File: src/rtl/vin_pwmscan.sv
// vin_pwmscan
//   Round-robin PWM input scanner. A single 32-bit counter is shared by all
//   channels. Each channel in turn is synchronised and edge-detected. The
//   scanner then times one full PWM cycle (rise -> fall -> rise) and stores
//   the high time and period into that channel's bank. It then moves on to
//   the next channel.
//
// Ports
//   clk        system clock (posedge)
//   rst        asynchronous active-high reset
//   enable     1 = scan runs, 0 = park in IDLE (partial result dropped)
//   SIGNALS    raw asynchronous PWM inputs, bit i = channel i
//   period     per-channel period in clk cycles, channel i at [32*i +: 32]
//   width      per-channel high time in clk cycles, same packing
//   valid      bit i set once channel i holds a stored result
//   tmo        bit i = last result of channel i was a timeout
//   active_ch  channel currently owning the counter
//   done       one-cycle pulse while a result is being stored
//   done_ch    channel index being stored, valid while done = 1
module vin_pwmscan #(
    parameter int          CHANNELS = 4,
    parameter logic [31:0] TIMEOUT  = 32'd25000000
) (
    input  logic                    clk,
    input  logic                    rst,
    input  logic                    enable,
    input  logic [CHANNELS-1:0]     SIGNALS,
    output logic [32*CHANNELS-1:0]  period,
    output logic [32*CHANNELS-1:0]  width,
    output logic [CHANNELS-1:0]     valid,
    output logic [CHANNELS-1:0]     tmo,
    output logic [3:0]              active_ch,
    output logic                    done,
    output logic [3:0]              done_ch
);

    typedef enum logic [2:0] {
        S_IDLE, S_SETTLE, S_ARM, S_HIGH, S_LOW, S_STORE
    } state_t;

    localparam logic [3:0] LAST_CH = 4'(CHANNELS - 1);

    state_t                r_state;
    state_t                w_next;
    logic [CHANNELS-1:0]   r_sync1;
    logic [CHANNELS-1:0]   r_sync2;
    logic                  r_prev;
    logic [31:0]           r_cnt;
    logic [31:0]           r_per;
    logic [31:0]           r_hi;
    logic                  r_tmo_flag;

    logic [15:0]           w_sync_pad;
    logic                  w_sel;
    logic                  w_rise;
    logic                  w_fall;
    logic                  w_timeout;

    // Padding to 16 bits lets the 4-bit channel index select without a width mismatch.
    assign w_sync_pad = 16'(r_sync2);
    assign w_sel      = w_sync_pad[active_ch];
    assign w_rise     = w_sel & ~r_prev;
    assign w_fall     = ~w_sel & r_prev;
    assign w_timeout  = (r_cnt == TIMEOUT);

    assign done    = (r_state == S_STORE);
    assign done_ch = done ? active_ch : 4'd0;

    always_ff @(posedge clk or posedge rst) begin
        if (rst) begin
            r_state <= S_IDLE;
        end else begin
            r_state <= w_next;
        end
    end

    // Edges win over timeout; dropping enable wins over both.
    always_comb begin
        w_next = r_state;
        case (r_state)
            S_IDLE:   if (enable) w_next = S_SETTLE;
            S_SETTLE: w_next = enable ? S_ARM : S_IDLE;
            S_ARM: begin
                if (!enable)        w_next = S_IDLE;
                else if (w_rise)    w_next = S_HIGH;
                else if (w_timeout) w_next = S_STORE;
            end
            S_HIGH: begin
                if (!enable)        w_next = S_IDLE;
                else if (w_fall)    w_next = S_LOW;
                else if (w_timeout) w_next = S_STORE;
            end
            S_LOW: begin
                if (!enable)                   w_next = S_IDLE;
                else if (w_rise || w_timeout)  w_next = S_STORE;
            end
            S_STORE:  w_next = enable ? S_SETTLE : S_IDLE;
            default:  w_next = S_IDLE;
        endcase
    end

    always_ff @(posedge clk or posedge rst) begin
        if (rst) begin
            r_sync1    <= '0;
            r_sync2    <= '0;
            r_prev     <= 1'b0;
            r_cnt      <= '0;
            r_per      <= '0;
            r_hi       <= '0;
            r_tmo_flag <= 1'b0;
            period     <= '0;
            width      <= '0;
            valid      <= '0;
            tmo        <= '0;
            active_ch  <= '0;
        end else begin
            r_sync1 <= SIGNALS;
            r_sync2 <= r_sync1;
            // In SETTLE this loads prev from the newly selected channel, so the
            // level change across a channel switch never shows up as an edge.
            r_prev  <= w_sel;
            case (r_state)
                S_IDLE, S_SETTLE: r_cnt <= '0;
                S_ARM: begin
                    if (w_rise) begin
                        // The rise cycle counts as the first cycle of the measurement.
                        r_cnt <= 32'd1;
                    end else begin
                        r_cnt <= r_cnt + 32'd1;
                        if (w_timeout) begin
                            r_per      <= TIMEOUT;
                            r_hi       <= w_sel ? TIMEOUT : 32'd0;
                            r_tmo_flag <= 1'b1;
                        end
                    end
                end
                S_HIGH: begin
                    r_cnt <= r_cnt + 32'd1;
                    if (w_fall) begin
                        r_hi <= r_cnt;
                    end else if (w_timeout) begin
                        r_per      <= TIMEOUT;
                        r_hi       <= w_sel ? TIMEOUT : 32'd0;
                        r_tmo_flag <= 1'b1;
                    end
                end
                S_LOW: begin
                    r_cnt <= r_cnt + 32'd1;
                    if (w_rise) begin
                        r_per      <= r_cnt;
                        r_tmo_flag <= 1'b0;
                    end else if (w_timeout) begin
                        r_per      <= TIMEOUT;
                        r_hi       <= w_sel ? TIMEOUT : 32'd0;
                        r_tmo_flag <= 1'b1;
                    end
                end
                S_STORE: begin
                    for (int i = 0; i < CHANNELS; i++) begin
                        if (active_ch == 4'(i)) begin
                            period[32*i +: 32] <= r_per;
                            width[32*i +: 32]  <= r_hi;
                            valid[i]           <= 1'b1;
                            tmo[i]             <= r_tmo_flag;
                        end
                    end
                    active_ch <= (active_ch == LAST_CH) ? 4'd0 : active_ch + 4'd1;
                end
                default: r_cnt <= '0;
            endcase
        end
    end

endmodule
File: config.mk
export PLATFORM = sky130hd
export DESIGN_NAME = vin_pwmscan
export DESIGN_NICKNAME = d
export VERILOG_FILES = /design/src/rtl/vin_pwmscan.sv
export SDC_FILE = /design/constraint.sdc
export NUM_CORES = 1
export LEC_CHECK = 0
export ABC_AREA = 0
export CAP_MARGIN = 20
export CORE_MARGIN = 5
export CORE_UTILIZATION = 46
export DETAILED_ROUTE_END_ITERATION = 7
export PLACE_DENSITY = 0.77
export SYNTH_ARGS = -nofsm -noshare
export SYNTH_HDL_FRONTEND = slang
export SYNTH_SLANG_ARGS = --single-unit
File: constraint.sdc
create_clock -name clk -period 20.8 [get_ports clk]
set_input_delay 4.16 -clock clk [delete_from_list [all_inputs] [get_ports clk]]
set_output_delay 4.16 -clock clk [all_outputs]
set_load 0.1 [all_outputs]
==> run summary, run 1 <==
Status: finished clean
Final Skew: 0.0218 ns
CP Launch Type: flip-flop
Crit path required time: 16.64 ns
CTS sink cnt: 377
Mapped cell area: 0.0148 sq mm
HP Start: r_sync1[2]
DRT iter0 DRCs: 549
Worst-Skew Late Latency: 0.53 ns
GR Overflow Total: 0
Tot GR Track Use: 20.3%
WL met2: 17.4 mm
Final #Nets: 1303
Routability cong.: 0.789
FP Rows: 65
Mux share of post-synthesis cell area: 22.4%
Clk slew on worst S/H paths: 0.06 ns
Peak VDD IR: 0.0559 mV
# Post-CTS Setup Buffers: 0
Dpl hpwl: 23.6 mm
Post-Route WL: 36.4 mm
Synthesized area per cell: 14.5 sq um
Setup ws final: 13.58 ns
Simple-gate portion of the synthesized area: 6.12%
Root Driver: clkbuf_16
Period minus WS final: 7.22 ns
Io pins: 280
Total number of vias: 9407
Relative slew margins: 24.8%
CP startpoint: r_state[0]
Port Buffers: 279
Place WS: 14.18 ns
Netlist cell types: 47
Number of global-route vias before repair: 9773
Int Power: 1.15 mW
MaxCap Viol Count: 0
Crit path largest cell delay: 1.18 ns
CTS tree: yes
Largest net degree at the start of global routing: 185
Hold WC Path Type: flip-flop to flip-flop
Die X: 189 um
DR WL/cell: 21.2 um
ANT cells: 0
Switching share of power: 21.3%
First-pass GRT wire length: 58.0 mm
CP max stage cell: clkdlybuf4s50_1
Synth Area in XOR/XNOR: 1.30%
Hold Path Stages: 0
Worst setup EP type: output pin
Comb pwr share: 2.2%
CTS resizes: 0
Initial antenna violation count: 0
Initial Util: 46.7%
Met1 wire length: 16.1 mm
Post-synth EDFFs: 0
First drt pass iteration count: 5
Pwr Total: 1.46 mW
# hold bufs at CTS: 0
Worst reg2reg path depth: 4
CTS buffer count: 40
Switch Pwr: 0.310 mW
Maximum clock frequency: 0.138 GHz
Worst-Margin Slew: 1.13 ns
Clock Power Share: 47.0%
YS warnings: 0
Post-Synth Adder-Cell Area: 0.508%
Synth-to-Final Area Change: 29.9%
Fin util: 60.7%
# DRC: 0
Vias per cell: 5.47
Chip height: 189 um
R2r startpoint: r_state[0]
Post-synthesis sequential area ratio: 63.9%
Met3 wire len: 2.18 mm
Post-synthesis compound-gate area fraction: 3.54%
Share of power burned in registers: 50.8%
WP data arrival: 3.06 ns
Pwr Density: 76.0 mW/mm^2
Largest family of logic cells by synthesized area: multiplexers
Ratio of cells with drive above 1 in the final layout: 26.2%
Final Hold Fails: 0
TNS Setup: 0 ns
CP cell instances: nand3b_1, nor2_1, clkdlybuf4s50_1
Critical path class: flip-flop to output pin
ANT nets after route: 0
Crit path max fanout: 15
Maximum root-to-sink buffer count: 3
Synthesized netlist cell count: 1022
Most used DFF post-synth: dfrtp_1
H-tree levels: 2
RSZ-0062 raised after global routing: no
Core ar.: 0.0316 sq mm
Period Utilization, post-route: 34.7%
Die area: 0.0358 sq mm
Leakage: 9.50 nW
Fin. max-slew vios: 0
Top layer in use: met4
Mapped Nets: 1035
Async SR Flop Fraction: 100%
Final number of setup-violating endpoints: 0
Number of synthesized register bits: 377
==> critical path: cells and delay by family, from the launching register on <==
kind                   cells  cell delay [ns]
buffers and inverters      1             1.18
and+or+nand+nor            2             0.77
DFF                        1             0.59
==> final timing paths <==
path                               endpoint  slack, ns
worst max register to register    width[17]      17.55
worst max-delay path             done_ch[0]      13.58
max in group asynchronous         period[5]      15.03
min in group asynchronous       period[126]       4.23
worst min-delay path             r_sync2[2]       0.35
worst min register to register   r_sync2[2]       0.35
==> sequential cells by signal (all words and copies together) (netlist names) <==
| register | flops |
|---|---|
| period | 128 |
| r_cnt | 32 |
| r_prev | 1 |
| active_ch | 4 |
| width | 128 |
| r_hi | 32 |
| tmo | 4 |
| valid | 4 |
| r_per | 32 |
| r_sync2 | 4 |
| r_sync1 | 4 |
| r_state | 3 |
| r_tmo_flag | 1 |
==> metal layers <==
metal | up-vias | global-route usage [%]
met3 | 58 | 4.39
met5 | - | 0
met2 | 284 | 32.8
met4 | 0 | 4.93
met1 | 4891 | 28.4
li1 | 4174 | -
==> cells in the final DEF, fill, tap and decap left out, drive strengths merged, types with 5 or more instances in the layout <==
cell,count
nor2,46
xor2,19
nand2b,6
mux2,262
mux2i,34
clkbuf,55
nand3,13
clkinv,8
or3,7
inv,12
dfrtp,377
nand4,15
and3,8
a22o,21
o211ai,14
ha,6
clkdlybuf4s50,279
nand2,55
buf,7
nor3,5
and4,6
o21ai,10
a21oi,13
==> stage by stage <==
stage,area [sq um],std cells,hold slack (ns)
CTS,19100,1716,0.347
global route,19200,1719,0.358
detailed placement,17900,1647,0.336
finish,19200,1719,0.346
global placement,17900,1647,0.334
floorplan,14800,1022,0.331
==> cell type report <==
class	instances	area, sq um
Clock buffer	55	1130
Sequential cell	377	9430
Tap cell	402	503
Fill cell	2410	12400
Inverter	10	45.0
Multi-Input combinational cell	575	5050
Clock inverter	14	133
Timing Repair Buffer	286	2900
==> power by group through the flow <==
stage / Sequential [mW] / Combinational [mW] / Clock, mW
after floorplan: 0.754 / 0.0214 / 0
after global placement: 0.754 / 0.0316 / 0
after detailed placement: 0.754 / 0.0323 / 0
after CTS: 0.741 / 0.0324 / 0.701
after global routing: 0.741 / 0.0365 / 0.733
final: 0.741 / 0.0316 / 0.686
==> Yosys cell counts, drive strengths merged, types with 2 or more instances <==
library cell / instances / share of area (%)
and2: 3 / 0.13
xor2: 19 / 1.1
nand2: 55 / 1.4
nand4: 15 / 0.74
a22o: 21 / 1.2
and3: 8 / 0.34
o211ai: 14 / 0.71
nor4: 2 / 0.085
nor3b: 2 / 0.10
clkbuf: 11 / 0.28
nor3: 5 / 0.24
o221ai: 2 / 0.12
a21oi: 13 / 0.44
ha: 6 / 0.51
and4: 6 / 0.37
a31oi: 3 / 0.13
o311a: 2 / 0.14
mux2: 262 / 20
buf: 49 / 1.7
mux2i: 34 / 2.3
o21ai: 10 / 0.34
nand2b: 6 / 0.25
xnor2: 3 / 0.18
nand3: 13 / 0.44
dfrtp: 377 / 64
nor2: 46 / 1.2
nor2b: 2 / 0.085
or3: 7 / 0.30
inv: 10 / 0.25
nor4b: 4 / 0.24
==> logic make-up after synthesis <==
family	count (synthesis)
compound gates	72
xor+xnor	22
fa+ha+maj	6
buf+inv	70
flops	377
mux	297
simple gates	178
(Power assumes the default switching activity.)
==> run 2: changes to the inputs <==
==> constraint.sdc (replaced) <==
create_clock -name clk -period 7.3 [get_ports clk]
set_input_delay 1.46 -clock clk [delete_from_list [all_inputs] [get_ports clk]]
set_output_delay 1.46 -clock clk [all_outputs]
set_load 0.1 [all_outputs]
==> run 2 against run 1 <==
- sequential share of layout area about the same
- total power increased to 2.9 times the previous value
- register-to-register slack lost 14 ns
- hold slack got worse by 0.0017 ns
- highest routed layer unchanged
==> run summary, run 2 (synthesis gave the netlist of run 1 again) <==
Status: finished clean
RSZ-0062 raised after global routing: no
Levels on crit path: 3 (unchanged)
# Post-CTS Setup Buffers: 0 (unchanged)
Maximum root-to-sink buffer count: 3 (unchanged)
CTS resizes: 0 (unchanged)
Dpl cell area: 0.0179 sq mm (about the same)
DR WL/cell: 21.1 um (-0.48%)
Final #Nets: 1302 (-0.077%)
Vias per cell: 5.41 (-1.2%)
Placed instance count: 1647 (unchanged)
Port Buffers: 279 (unchanged)
Place WS: 3.41 ns (-10.76 ns)
GR Overflow Total: 0 (unchanged)
Dpl hpwl: 23.4 mm (-0.82%)
Number of fill cells: 2408 (-0.083%)
Core ar.: 0.0316 sq mm (unchanged)
H-tree levels: 2 (unchanged)
Hold Path Stages: 0 (unchanged)
CTS tree: yes
Chip height: 189 um (unchanged)
# hold bufs at CTS: 0 (unchanged)
Crit path required time: 5.84 ns (-10.80 ns)
Ratio of cells with drive above 1 in the final layout: 26.1% (-0.12 points)
Hold WC Path Type: flip-flop to flip-flop
Period Utilization, post-route: 61.9%
Number of global-route vias before repair: 9876 (+1.1%)
Worst reg2reg path depth: 4 (unchanged)
Cell Count, Final, Fillers Out: 1721 (+0.12%)
Initial antenna violation count: 0 (unchanged)
# DRC: 0 (unchanged)
CTS buffer count: 40 (unchanged)
Relative slew margins: 25.3% (+0.47 points)
Worst path bufs/invs: 1 (unchanged)
Post-Layout Inst Area: 0.0192 sq mm (about the same)
TNS Setup: 0 ns (unchanged)
First-pass GRT wire length: 58.4 mm (+0.56%)
Pwr Density: 218 mW/mm^2 (+190%)
Die X: 189 um (unchanged)
Clk slew on worst S/H paths: 0.06 ns (about the same)
MaxCap Viol Count: 0 (unchanged)
ANT cells: 0 (unchanged)
CP max stage cell: clkdlybuf4s50_1
FP Rows: 65 (unchanged)
Synth-to-Final Area Change: 29.9% (about the same)
Leakage: 9.50 nW (about the same)
WP data arrival: 3.06 ns (about the same)
CTS sink cnt: 377 (unchanged)
Crit path max fanout: 15 (unchanged)
Final Skew: 0.0183 ns (-0.00349 ns)
Tot GR Track Use: 20.3% (about the same)
HP Start: r_sync1[1]
Fin util: 60.7% (about the same)
ANT nets after route: 0 (unchanged)
Kind of cell adding the most delay to the critical path: buffers and inverters
Die area: 0.0358 sq mm (unchanged)
CP cell instances: nand3b_1, nor2_1, clkdlybuf4s50_1
Critical path class: flip-flop to output pin
CP startpoint: r_state[0]
Initial Util: 46.7% (unchanged)
CP Launch Type: flip-flop
Largest registers: period x128, width x128
First drt pass iteration count: 5 (unchanged)
Io pins: 280 (unchanged)
Peak VDD IR: 0.178 mV (+220%)
Worst-Skew Late Latency: 0.52 ns (about the same)
R2r startpoint: r_state[0]
Period minus WS final: 4.52 ns
Worst setup EP type: output pin
Most frequent cells in the layout: dfrtp_1 (377), clkdlybuf4s50_1 (279), mux2_2 (262), nand2_1 (50), nor2_1 (46)
Largest net degree at the start of global routing: 190 (+2.7%)
Fin. max-slew vios: 0 (unchanged)
Routability cong.: 0.782 (-0.89%)
Crit path largest cell delay: 1.18 ns (about the same)
Setup ws final: 2.78 ns (-10.80 ns)
Post-Route WL: 36.3 mm (-0.37%)
Final number of setup-violating endpoints: 0 (unchanged)
Worst-Margin Slew: 1.12 ns (-0.00706 ns)
Final Hold Fails: 0 (unchanged)
Commonest non-fill, non-tap cell in the layout: dfrtp_1
DRT iter0 DRCs: 631 (+15%)
Total number of vias: 9305 (-1.1%)
Maximum clock frequency: 0.221 GHz
Root Driver: clkbuf_16
==> run 2: metal layers <==
metal	share of wire, %	track usage (%)	vias up	wire length, um
met2	48	32.8	273	17400
met5	0	0	-	0
met4	1.6	4.46	0	574
li1	-	-	4143	-
met3	6.7	4.89	43	2430
met1	44	28.3	4846	15900
==> run 2: worst paths after layout <==
check / endpoint / slack (ns)
worst max-delay path: done_ch[0] / 2.78
worst min-delay path: r_sync2[1] / 0.34
worst max register to register: width[9] / 4.03
worst min register to register: r_sync2[1] / 0.34
max in group asynchronous: period[42] / 4.82
min in group asynchronous: period[62] / 1.23
==> run 2: cell type report <==
class,instances,area [sq um],share of cell area [%]
well taps,402,503,2.62
clock buffers,60,1170,6.08
flip-flops and latches,377,9430,49.1
multi-input cells,575,5050,26.3
clock inverters,12,121,0.632
repair buffers,285,2880,15.0
inverters,10,41.3,0.215
==> run 2: metrics by stage <==
step / hold slack (ns) / power [mW]
6_report: 0.345 / 4.19
5_1_grt: 0.351 / 4.34
4_1_cts: 0.348 / 4.23
3_5_place_dp: 0.335 / 2.24
3_3_place_gp: 0.333 / 2.24
2_1_floorplan: 0.331 / 2.21
==> run 2: power breakdown <==
| group | internal (mW) | leakage [nW] | switching, mW |
|---|---|---|---|
| sequential | 2.10 | 5.24 | 0.0130 |
| clock | 1.18 | 0.639 | 0.806 |
| combinational | 0.0217 | 3.61 | 0.0690 |
==> run 3: changes to the inputs <==
==> constraint.sdc (replaced) <==
create_clock -name clk -period 4.35 [get_ports clk]
set_input_delay 0.87 -clock clk [delete_from_list [all_inputs] [get_ports clk]]
set_output_delay 0.87 -clock clk [all_outputs]
set_load 0.1 [all_outputs]
==> run 3 against run 2 <==
- non-clock buffer count rose by 4
- via count grew 1.2%
- core utilization is 0.58 points higher
- critical path type is now flip-flop to flip-flop
- hold slack better by 0.0055 ns
- die area unchanged
- register-to-register slack got worse by 2.8 ns
==> run summary, run 3 (synthesis gave the netlist of run 1 again) <==
Most frequent cells in the layout: dfrtp_1 (377), clkdlybuf4s50_1 (274), mux2_2 (262), nand2_1 (50), nor2_1 (46)
Maximum root-to-sink buffer count: 3 (unchanged)
Worst setup EP type: flip-flop
Fin util: 61.3% (+0.58 points)
Comb pwr share: 2.2% (about the same)
Final #Nets: 1306 (+0.31%)
GR Util met2: 32.3% (-0.53 points)
Initial Util: 46.7% (unchanged)
HP Start: r_sync1[3]
R2r startpoint: r_state[0]
GRT busiest layer: met2
Io pins: 280 (unchanged)
Chip height: 189 um (unchanged)
Period Utilization, post-route: 72.4%
CP Launch Type: flip-flop
Post-Route WL: 36.0 mm (-0.72%)
First-pass GRT wire length: 57.2 mm (-2.0%)
Status: finished clean
Largest registers: period x128, width x128
# DRC: 0 (unchanged)
Hold WC Path Type: flip-flop to flip-flop
FP Rows: 65 (unchanged)
CTS tree: yes
Port Buffers: 279 (unchanged)
Number of global-route vias before repair: 9796 (-0.81%)
H-tree levels: 2 (unchanged)
Critical path class: flip-flop to flip-flop
CP startpoint: r_state[0]
Placed instance count: 1652 (+0.30%)
Int Power: 5.86 mW (+78%)
First drt pass iteration count: 5 (unchanged)
Worst-Skew Late Latency: 0.52 ns (about the same)
Die X: 189 um (unchanged)
Crit path required time: 4.74 ns (-1.10 ns)
Total number of vias: 9418 (+1.2%)
Cell Count, Final, Fillers Out: 1724 (+0.17%)
Ratio of cells with drive above 1 in the final layout: 27.2% (+1.2 points)
Period minus WS final: 3.15 ns
Vias per cell: 5.46 (+1.0%)
RSZ-0062 raised after global routing: no
Pwr Total: 7.35 mW (+75%)
Initial antenna violation count: 1 (+1)
CTS buffer count: 40 (unchanged)
Relative slew margins: 27.0% (+1.7 points)
Final number of setup-violating endpoints: 0 (unchanged)
Fin. max-slew vios: 0 (unchanged)
Tot GR Track Use: 19.9% (-0.41 points)
DR WL/cell: 20.9 um (-0.90%)
Hold slack final: 0.350 ns (+0.00547 ns)
Leakage: 9.61 nW (+1.2%)
DRT iter0 DRCs: 401 (-36%)
Met1 Use GR: 27.4% (-0.91 points)
GR Overflow Total: 0 (unchanged)
ANT cells: 0 (unchanged)
Root Driver: clkbuf_16
Core ar.: 0.0316 sq mm (unchanged)
MaxCap Viol Count: 0 (unchanged)
Peak VDD IR: 0.282 mV (+59%)
# Post-CTS Setup Buffers: 0 (unchanged)
Final Skew: 0.0160 ns (-0.00236 ns)
Met3 Use GR: 4.74% (-0.15 points)
# hold bufs at CTS: 0 (unchanged)
Die area: 0.0358 sq mm (unchanged)
Crit path max fanout: 66 (+51)
CTS sink cnt: 377 (unchanged)
Largest net degree at the start of global routing: 133 (-30%)
Dpl hpwl: 23.8 mm (+1.5%)
Switching share of power: 20.2% (-0.98 points)
ANT nets after route: 0 (unchanged)
Commonest non-fill, non-tap cell in the layout: dfrtp_1
Pwr Density: 379 mW/mm^2 (+74%)
Switch Pwr: 1.49 mW (+67%)
Synth-to-Final Area Change: 31.2%
Maximum clock frequency: 0.318 GHz
Routability cong.: 0.798 (+2.0%)
Final Hold Fails: 0 (unchanged)
Clk slew on worst S/H paths: 0.06 ns (about the same)
Worst-Margin Slew: 1.09 ns (-0.0290 ns)
Clock Power Share: 49.6% (+2.2 points)
CTS resizes: 0 (unchanged)
WP data arrival: 3.54 ns (+0.48 ns)
Share of power burned in registers: 48.2% (-2.2 points)
-- run 3: changes by cell type in the layout (fill, tap and decap cells not counted) --
cell | previous run | this run
clkinv_2 | 7 | 6
buf_12 | 3 | 4
inv_6 | 2 | 0
clkbuf_8 | 7 | 13
buf_6 | 1 | 0
clkdlybuf4s50_1 | 279 | 274
clkbuf_1 | 12 | 4
bufinv_16 | 2 | 6
buf_4 | 2 | 10
buf_8 | 0 | 1
-- run 3: power groups by stage --
stage | clock, mW | sequential, mW | combinational (mW)
4_1_cts | 3.71 | 3.54 | 0.164
3_3_place_gp | 0 | 3.60 | 0.159
6_report | 3.64 | 3.54 | 0.160
3_5_place_dp | 0 | 3.61 | 0.163
2_1_floorplan | 0 | 3.61 | 0.103
5_1_grt | 3.88 | 3.54 | 0.182
-- run 3: critical path, stage by stage (launching register included) --
cell and delay [ns]:
dfrtp_1 0.60, nand3b_1 0.43, nor3_2 0.68, nand2_4 0.72, mux2_2 0.53
-- run 3: path summary, 6_finish.rpt --
path | depth (start not counted) | slack [ns] | to
min in group asynchronous | 2 | 0.77 | width[9]
worst max-delay path | 4 | 1.20 | width[117]
worst min-delay path | 0 | 0.35 | r_sync2[3]
worst max register to register | 4 | 1.20 | width[117]
max in group asynchronous | 3 | 2.44 | period[116]
worst min register to register | 0 | 0.35 | r_sync2[3]
-- run 3: layout make-up --
type                            count  area [sq um]
Clock inverter                     13           219
Multi-Input combinational cell    575          5050
Fill cell                        2389         12300
Clock buffer                       58          1220
Timing Repair Buffer              289          2910
Tap cell                          402           503
Inverter                           10          41.3
Sequential cell                   377          9430
-- run 3: metrics by stage --
| step | setup WS (ns) | cell area (sq um) | setup TNS, ns |
|---|---|---|---|
| 5_1_grt | 0.991 | 19400 | 0 |
| 2_1_floorplan | -1.58 | 14800 | -597.19 |
| 3_3_place_gp | 1.42 | 17900 | 0 |
| 3_5_place_dp | 1.25 | 17900 | 0 |
| 6_report | 1.20 | 19400 | 0 |
| 4_1_cts | 1.20 | 19400 | 0 |
-- run 3: metal layers --
layer / part of all wire, % / wire, um
met4: 2.0 / 738
met5: 0.031 / 11
met2: 48 / 17200
met1: 44 / 15700
met3: 6.5 / 2350
